File: src/rtl/uart_rx_fifo_if.sv
// Byte path between the UART receiver, the receive FIFO and the core input port.
// The slave modport is the FIFO's view; master is the driver/consumer side.
interface uart_rx_fifo_if #(
    parameter int DEPTH_LOG2 = 4
);
    logic                  uart_rx_done;
    logic [7:0]            uart_rx_data;
    logic                  rd_en;
    logic                  rd_valid;
    logic [7:0]            rd_data;
    logic [DEPTH_LOG2:0]   fifo_count;
    logic                  fifo_full;
    logic                  fifo_empty;

    modport slave (
        input  uart_rx_done, uart_rx_data, rd_en,
        output rd_valid, rd_data, fifo_count, fifo_full, fifo_empty
    );

    modport master (
        output uart_rx_done, uart_rx_data, rd_en,
        input  rd_valid, rd_data, fifo_count, fifo_full, fifo_empty
    );
endinterface

File: src/rtl/uart_rx_fifo.sv
// Show-ahead byte FIFO behind the UART receiver; a strobed byte is at the head one cycle later.
// Full FIFO drops incoming bytes unless popped in the same cycle; UART_RX_FIFO_OVF_EN adds a sticky drop flag.
module uart_rx_fifo #(
    parameter int DEPTH_LOG2 = 4
) (
    input  logic            sys_clk,
    input  logic            sys_rst_n,
`ifdef UART_RX_FIFO_OVF_EN
    input  logic            ovf_clr,
    output logic            ovf_flag,
`endif
    uart_rx_fifo_if.slave   fifo
);
    localparam int PW = DEPTH_LOG2 + 1;
    localparam logic [PW-1:0] DEPTH_C = PW'(1 << DEPTH_LOG2);
    localparam logic [PW-1:0] ONE_C   = PW'(1);

    logic [7:0]    mem [2**DEPTH_LOG2];
    logic [PW-1:0] wr_ptr_q, wr_ptr_d;
    logic [PW-1:0] rd_ptr_q, rd_ptr_d;
    logic [PW-1:0] count_q,  count_d;
    logic          full_q,   full_d;
    logic          empty_q,  empty_d;
    logic          push;
    logic          pop;

    // A pop frees a slot in the same cycle, so a full FIFO still accepts a byte.
    assign pop  = fifo.rd_en & ~empty_q;
    assign push = fifo.uart_rx_done & (~full_q | pop);

    always_comb begin
        wr_ptr_d = wr_ptr_q;
        rd_ptr_d = rd_ptr_q;
        count_d  = count_q;
        if (push) wr_ptr_d = wr_ptr_q + ONE_C;
        if (pop)  rd_ptr_d = rd_ptr_q + ONE_C;
        case ({push, pop})
            2'b10:   count_d = count_q + ONE_C;
            2'b01:   count_d = count_q - ONE_C;
            default: count_d = count_q;
        endcase
        full_d  = (count_d == DEPTH_C);
        empty_d = (count_d == '0);
    end

    always_ff @(posedge sys_clk or negedge sys_rst_n) begin
        if (!sys_rst_n) begin
            wr_ptr_q <= '0;
            rd_ptr_q <= '0;
            count_q  <= '0;
            full_q   <= 1'b0;
            empty_q  <= 1'b1;
        end else begin
            wr_ptr_q <= wr_ptr_d;
            rd_ptr_q <= rd_ptr_d;
            count_q  <= count_d;
            full_q   <= full_d;
            empty_q  <= empty_d;
        end
    end

    // Storage carries no reset; the empty flag masks stale contents.
    always_ff @(posedge sys_clk) begin
        if (push) mem[wr_ptr_q[DEPTH_LOG2-1:0]] <= fifo.uart_rx_data;
    end

    assign fifo.rd_valid   = ~empty_q;
    assign fifo.rd_data    = empty_q ? 8'd0 : mem[rd_ptr_q[DEPTH_LOG2-1:0]];
    assign fifo.fifo_count = count_q;
    assign fifo.fifo_full  = full_q;
    assign fifo.fifo_empty = empty_q;

`ifdef UART_RX_FIFO_OVF_EN
    logic ovf_q, ovf_d;

    // A drop in the same cycle as a clear keeps the flag set.
    always_comb begin
        ovf_d = ovf_q;
        if (ovf_clr)                     ovf_d = 1'b0;
        if (fifo.uart_rx_done && !push)  ovf_d = 1'b1;
    end

    always_ff @(posedge sys_clk or negedge sys_rst_n) begin
        if (!sys_rst_n) ovf_q <= 1'b0;
        else            ovf_q <= ovf_d;
    end

    assign ovf_flag = ovf_q;
`endif
endmodule

File: src/flat_wrapper.sv
// flat-port wrapper written by rule: the top's interface ports become plain ports
module uart_rx_fifo_flat 
#(
    parameter int DEPTH_LOG2 = 4
)
  (sys_clk, sys_rst_n, fifo_uart_rx_done, fifo_uart_rx_data, fifo_rd_en, fifo_rd_valid, fifo_rd_data, fifo_fifo_count, fifo_fifo_full, fifo_fifo_empty);
  uart_rx_fifo_if #(.DEPTH_LOG2(DEPTH_LOG2)) fifo_i ();
  input  logic sys_clk;
  input  logic sys_rst_n;
  input wire logic [$bits(fifo_i.uart_rx_done)-1:0] fifo_uart_rx_done;
  input wire logic [$bits(fifo_i.uart_rx_data)-1:0] fifo_uart_rx_data;
  input wire logic [$bits(fifo_i.rd_en)-1:0] fifo_rd_en;
  output wire logic [$bits(fifo_i.rd_valid)-1:0] fifo_rd_valid;
  output wire logic [$bits(fifo_i.rd_data)-1:0] fifo_rd_data;
  output wire logic [$bits(fifo_i.fifo_count)-1:0] fifo_fifo_count;
  output wire logic [$bits(fifo_i.fifo_full)-1:0] fifo_fifo_full;
  output wire logic [$bits(fifo_i.fifo_empty)-1:0] fifo_fifo_empty;
  assign fifo_i.uart_rx_done = fifo_uart_rx_done;
  assign fifo_i.uart_rx_data = fifo_uart_rx_data;
  assign fifo_i.rd_en = fifo_rd_en;
  assign fifo_rd_valid = fifo_i.rd_valid;
  assign fifo_rd_data = fifo_i.rd_data;
  assign fifo_fifo_count = fifo_i.fifo_count;
  assign fifo_fifo_full = fifo_i.fifo_full;
  assign fifo_fifo_empty = fifo_i.fifo_empty;
  uart_rx_fifo #(.DEPTH_LOG2(DEPTH_LOG2)) u_core (.sys_clk(sys_clk), .sys_rst_n(sys_rst_n), .fifo(fifo_i));
endmodule
File: config.mk
export PLATFORM = sky130hd
export DESIGN_NAME = uart_rx_fifo_flat
export DESIGN_NICKNAME = d
export VERILOG_FILES = /design/src/rtl/uart_rx_fifo_if.sv /design/src/rtl/uart_rx_fifo.sv /design/src/flat_wrapper.sv
export SDC_FILE = /design/constraint.sdc
export NUM_CORES = 1
export LEC_CHECK = 0
export ABC_AREA = 1
export BUFFER_PORTS_ARGS = -buffer_cell sky130_fd_sc_hd__buf_2
export CORE_ASPECT_RATIO = 0.9
export CORE_MARGIN = 8
export CORE_UTILIZATION = 39
export DETAILED_ROUTE_END_ITERATION = 10
export SYNTH_ARGS = -nofsm -noshare
export SYNTH_HDL_FRONTEND = slang
export SYNTH_SLANG_ARGS = --single-unit
File: constraint.sdc
create_clock -name sys_clk -period 2.9 [get_ports sys_clk]
set_input_delay 0.58 -clock sys_clk [delete_from_list [all_inputs] [get_ports sys_clk]]
set_output_delay 0.58 -clock sys_clk [all_outputs]
set_load 0.005 [all_outputs]
# Word-level counts from Yosys, hierarchy flattened
# Memories as Yosys holds them, arrays and structs flattened.
# Index checks and enable logic that the tools add are counted.
# word_totals
reg_bits	17
mem_bits_rw	128
n_memories	1
output_inout_bits	16
input_bits	12
elab_cells	23
# mem_list
memory	depth	width	rd	rd_clocked_by_memory_dff	write_ports	line_no	source
u_core.mem	16	8	1	0	1	uart_rx_fifo.sv:18	logic [7:0] mem [2**DEPTH_LOG2];
# op_classes
reduce_logical	1
bitwise_logic	5
muxes	4
eq_ne	3
n_addsub	4
# ops
op	n
$add 5x1->5 const B	3
$pmux 5 s2	1
$mux 8	1
$eq 5x5->1 const B	1
$logic_not 5->1	1
$sub 5x1->5 const B	1
$and 1x1->1	2
$eq 2x1->1 const B	1
$eq 2x2->1 const B	1
$mux 1	2
$not 1->1	2
$or 1x1->1	1

# Logic depth before layout (Yosys ltp)
# depth
ltp_word	7
depth_mapped	19
depth_no_buf	18

# Worst setup path before layout
# OpenSTA, ideal clock, no wires.
# synth_timing
path_type	flip-flop to flip-flop
from	register u_core.empty_q, in the netlist u_core.fifo.fifo_empty
to	register u_core.full_q, in the netlist u_core.fifo.fifo_full
path_stages_with_launch	17
period_less_slack_ns	2.325
t_required_ns	2.829
setup_time_ns	0.071
path_slack_ns	0.575
path_buffers	1
t_arrival_ns	2.254
cell_sequence	dfstp_2 -> buf_4 -> inv_1 -> nand2_2 -> nand2_1 -> nand2_1 -> ha_1 -> nand2_1 -> inv_2 -> nor2_2 -> ha_1 -> nand2_1 -> nand2_2 -> or2_0 -> nor2_1 -> nand3_1 -> nor2_1
# synth_between
elab_chain_cells	7
word_cells_on_any_way	8
cone_classes	eq/ne (3); mux (1); bitwise (4)
# synth_lines
item	line_no	source
from (decl)	uart_rx_fifo.sv:23	logic empty_q, empty_d;
from (signal assigned)	uart_rx_fifo.sv:58	empty_q <= empty_d;
$not 1->1 *	-	
named net fifo_rd_valid	flat_wrapper.sv:13	output wire logic [$bits(fifo_i.rd_valid)-1:0] fifo_rd_valid;
$and 1x1->1 *	uart_rx_fifo.sv:28	assign pop = fifo.rd_en & ~empty_q;
$or 1x1->1	uart_rx_fifo.sv:29	assign push = fifo.uart_rx_done & (~full_q | pop);
$and 1x1->1	uart_rx_fifo.sv:29	
$eq 2x1->1 / $eq 2x2->1 (equally long branches)	uart_rx_fifo.sv:37	case ({push, pop})
$pmux 5 s2 *	uart_rx_fifo.sv:37	
named net u_core.count_d[1]	uart_rx_fifo.sv:21	logic [PW-1:0] count_q, count_d;
$eq 5x5->1 *	uart_rx_fifo.sv:42	full_d = (count_d == DEPTH_C);
named net u_core.full_d	uart_rx_fifo.sv:22	logic full_q, full_d;
to (signal assigned)	uart_rx_fifo.sv:57	full_q <= full_d;
to (decl)	uart_rx_fifo.sv:22	
# The timed path passes the listed nets; every way through them passes the cells marked *.
# A chain may end at the register's enable or synchronous reset.

# Worst setup path after layout
# layout_timing
from	register u_core.rd_ptr_q[0]
to	output fifo_rd_data[6]
# layout_between
elab_chain_cells	2
# layout_lines
item	line_no	source
from (decl)	uart_rx_fifo.sv:20	logic [PW-1:0] rd_ptr_q, rd_ptr_d;
from (signal assigned)	uart_rx_fifo.sv:55	rd_ptr_q <= rd_ptr_d;
$mem_v2 16x8	-	
$mux 8	uart_rx_fifo.sv:68	assign fifo.rd_data = empty_q ? 8'd0 : mem[rd_ptr_q[DEPTH_LOG2-1:0]];
to (decl)	flat_wrapper.sv:14	output wire logic [$bits(fifo_i.rd_data)-1:0] fifo_rd_data;
# No other way between the ends.

==> flow_metrics.tcl <==
set metrics [dict create \
    setup-tns-final_ps 0 \
    min_period_over_period 0.963 \
    cp_max_fo 13 \
    status "finished clean" \
    gp_congestion 0.818 \
    tightest_slew_ps 548 \
    hold_violations 0 \
    die_w_um 147 \
    met1_usage 0.185 \
    ys_ff_latch 143 \
    slew_headroom 0.633 \
    top_usage_layer "met2" \
    ios 28 \
    placed_cells 734 \
    rows 43 \
    dp_hpwl_um 8380 \
    drc 0 \
    grt_pass1_vias 3865 \
    r2r_cells 15 \
    area_growth_pct 18.2 \
    clock_path_buffers 2 \
    dr.pass1.iters 5 \
    vdd_drop_max_mv 0.376 \
    grtUsageMet2 0.231 \
    cts_buffers 17 \
    yosysWarnings 0 \
    r2r-start "u_core.fifo.fifo_empty" \
    start_util 0.394 \
    synth_nets 528 \
    worstSetupStartpointType "flip-flop" \
    endpoint_kind "primary output" \
    overflow 0 \
    avgSynthCellArea_um2 11.8 \
    antenna_found_initial 0 \
    report.final.slew_viol_count 0 \
    max_freq_ghz 0.358 \
    die_h_um 134 \
    root_buffer "clkbuf_16" \
    hp-class "primary input to async pin" \
    cts_tree "yes" \
    grt_pass1_wl_um 21400 \
    grt_max_degree 62 \
    drtAntennaViolNets 0 \
    final_cells 767 \
    routed_wl_um 13600 \
    power_leakage_nw 2.57 \
    wl_per_cell_um 17.7 \
    n_antenna_cell 0 \
    grt_util_met3 0.0275 \
    cap_violations 0 \
    vias_per_cell 5.13 \
    yosysSeqAreaShare 0.703 \
    period_needed_ps 2790 \
    portBuffers 27 \
    fillers 1337 \
    clock_sinks 143 \
    crit_arrival_ps 2210 \
    final_layout_size_suffix_gt1_frac 0.168 \
    netlist_area_mm2 0.00600 \
    r2r_setup_slack_ps 330 \
    htreeDepth 4 \
    final_net_count 572 \
    core_area_mm2 0.0152 \
    setup_violations 0 \
    grt_setup_unrepaired "no" \
    fin_worst_skew_ps 5.95 \
    crit_type "flip-flop to primary output" \
    synth_cells 508 \
    clk-insertion-delay-late_ps 420 \
    power.density_mw_per_mm2 1060 \
    crit_required_ps 2320 \
    vias 3933 \
    grt_use_total 0.143 \
    clkTransAtPathRegs_ps 60 \
    synth_cell_type_count 25 \
    die-area_mm2 0.0196 \
    r2r-end "u_core.fifo.fifo_full" \
    drt_first_iter_violations 373 \
]
==> routing by layer <==
layer	part of all wire	routed length, um
met5	0	0
met4	0.020	269
met3	0.052	709
met2	0.48	6510
met1	0.45	6100
==> critical path, cell delays in order (launching register included) <==
cell and delay (ps):
dfrtp_4 580, inv_6 160, buf_4 210, nor2_1 60, o211ai_1 230, nand3_1 130
a21oi_1 260, buf_2 160
==> where the power goes <==
group	switching, W	leakage, nW	internal (W)
sequential	0.000210	1.33	0.00255
clock	0.000828	0.290	0.00135
combinational	0.00168	0.951	0.000936
==> state kept, by name (all words and copies together) (netlist names) <==
name / flops
u_core.fifo.fifo_count: 5
u_core.fifo.fifo_empty: 1
u_core.fifo.fifo_full: 1
u_core.mem: 128
u_core.rd_ptr_q: 4
u_core.wr_ptr_q: 4
==> Yosys cell counts, drive strengths merged <==
master / number / area (um^2)
o211ai: 27 / 203
clkbuf: 5 / 20.0
xnor2: 1 / 8.76
dfstp: 1 / 26.3
clkinv: 1 / 3.75
edfxtp: 128 / 3840
buf: 21 / 128
nand2: 45 / 179
nand3: 24 / 120
a21oi: 13 / 65.1
or2: 1 / 6.26
o21ai: 67 / 335
ha: 8 / 100
nand4: 4 / 25.0
dfrtp: 14 / 350
xor2: 6 / 52.6
inv: 25 / 93.8
nor2: 117 / 442
==> cells in the final DEF, fill, tap and decap left out, drive strengths merged <==
master	n
dfrtp	14
inv	28
ha	8
nand2	45
clkinvlp	1
clkbuf	19
dfstp	1
bufinv	3
xor2	6
o211ai	27
o21ai	67
xnor2	1
nand4	4
edfxtp	128
nor2	117
nand3	24
clkinv	8
a21oi	13
or2	1
buf	50
==> cell families (layout without fill, tap and decap cells) <==
family	Yosys count	count (layout)	synth area share
adder cells (fa/ha/maj)	8	8	0.0167
AND/OR/NAND/NOR	191	191	0.129
flip-flops	143	143	0.703
buffers and inverters	52	109	0.0409
AO/OA/AOI/OAI	107	107	0.100
XOR/XNOR	7	7	0.0102
==> layout make-up <==
class / count / area [um^2] / area share
multi-input cells: 313 / 1540 / 0.218
well taps: 202 / 253 / 0.0356
flip-flops and latches: 143 / 4220 / 0.595
repair buffers: 51 / 378 / 0.0533
clock inverters: 14 / 164 / 0.0231
inverters: 26 / 103 / 0.0145
clock buffers: 18 / 429 / 0.0605
==> stage by stage <==
step,instance area (um^2),power (W),hold WS (ps),worst slack [ps],util
floorplan,6000,0.00441,284,575,-
global placement,6450,0.00525,507,451,0.424
detailed placement,6450,0.00530,511,358,0.424
CTS,7050,0.00750,58.0,26.6,0.463
global route,7090,0.00799,77.2,9.34,0.466
finish,7090,0.00755,62.7,107,0.466
==> timing repair <==
action,4_1_cts,5_1_grt
setup endpoints to repair,0,6
resized for setup,0,7
buffers inserted,0,0
hold buffers,0,0
==> worst max-delay path by stage <==
stage / cells after the start / startpoint / endpoint
after global placement: 15 / u_core.fifo.fifo_empty / u_core.fifo.fifo_full
after floorplan: 16 / u_core.fifo.fifo_empty / u_core.fifo.fifo_full
final: 7 / u_core.rd_ptr_q[0] / fifo_rd_data[6]
after CTS: 7 / u_core.rd_ptr_q[0] / fifo_rd_data[1]
after detailed placement: 15 / u_core.fifo.fifo_empty / u_core.fifo.fifo_full
after global routing: 7 / u_core.rd_ptr_q[0] / fifo_rd_data[1]
No activity file was read; power rests on OpenSTA's default activity.
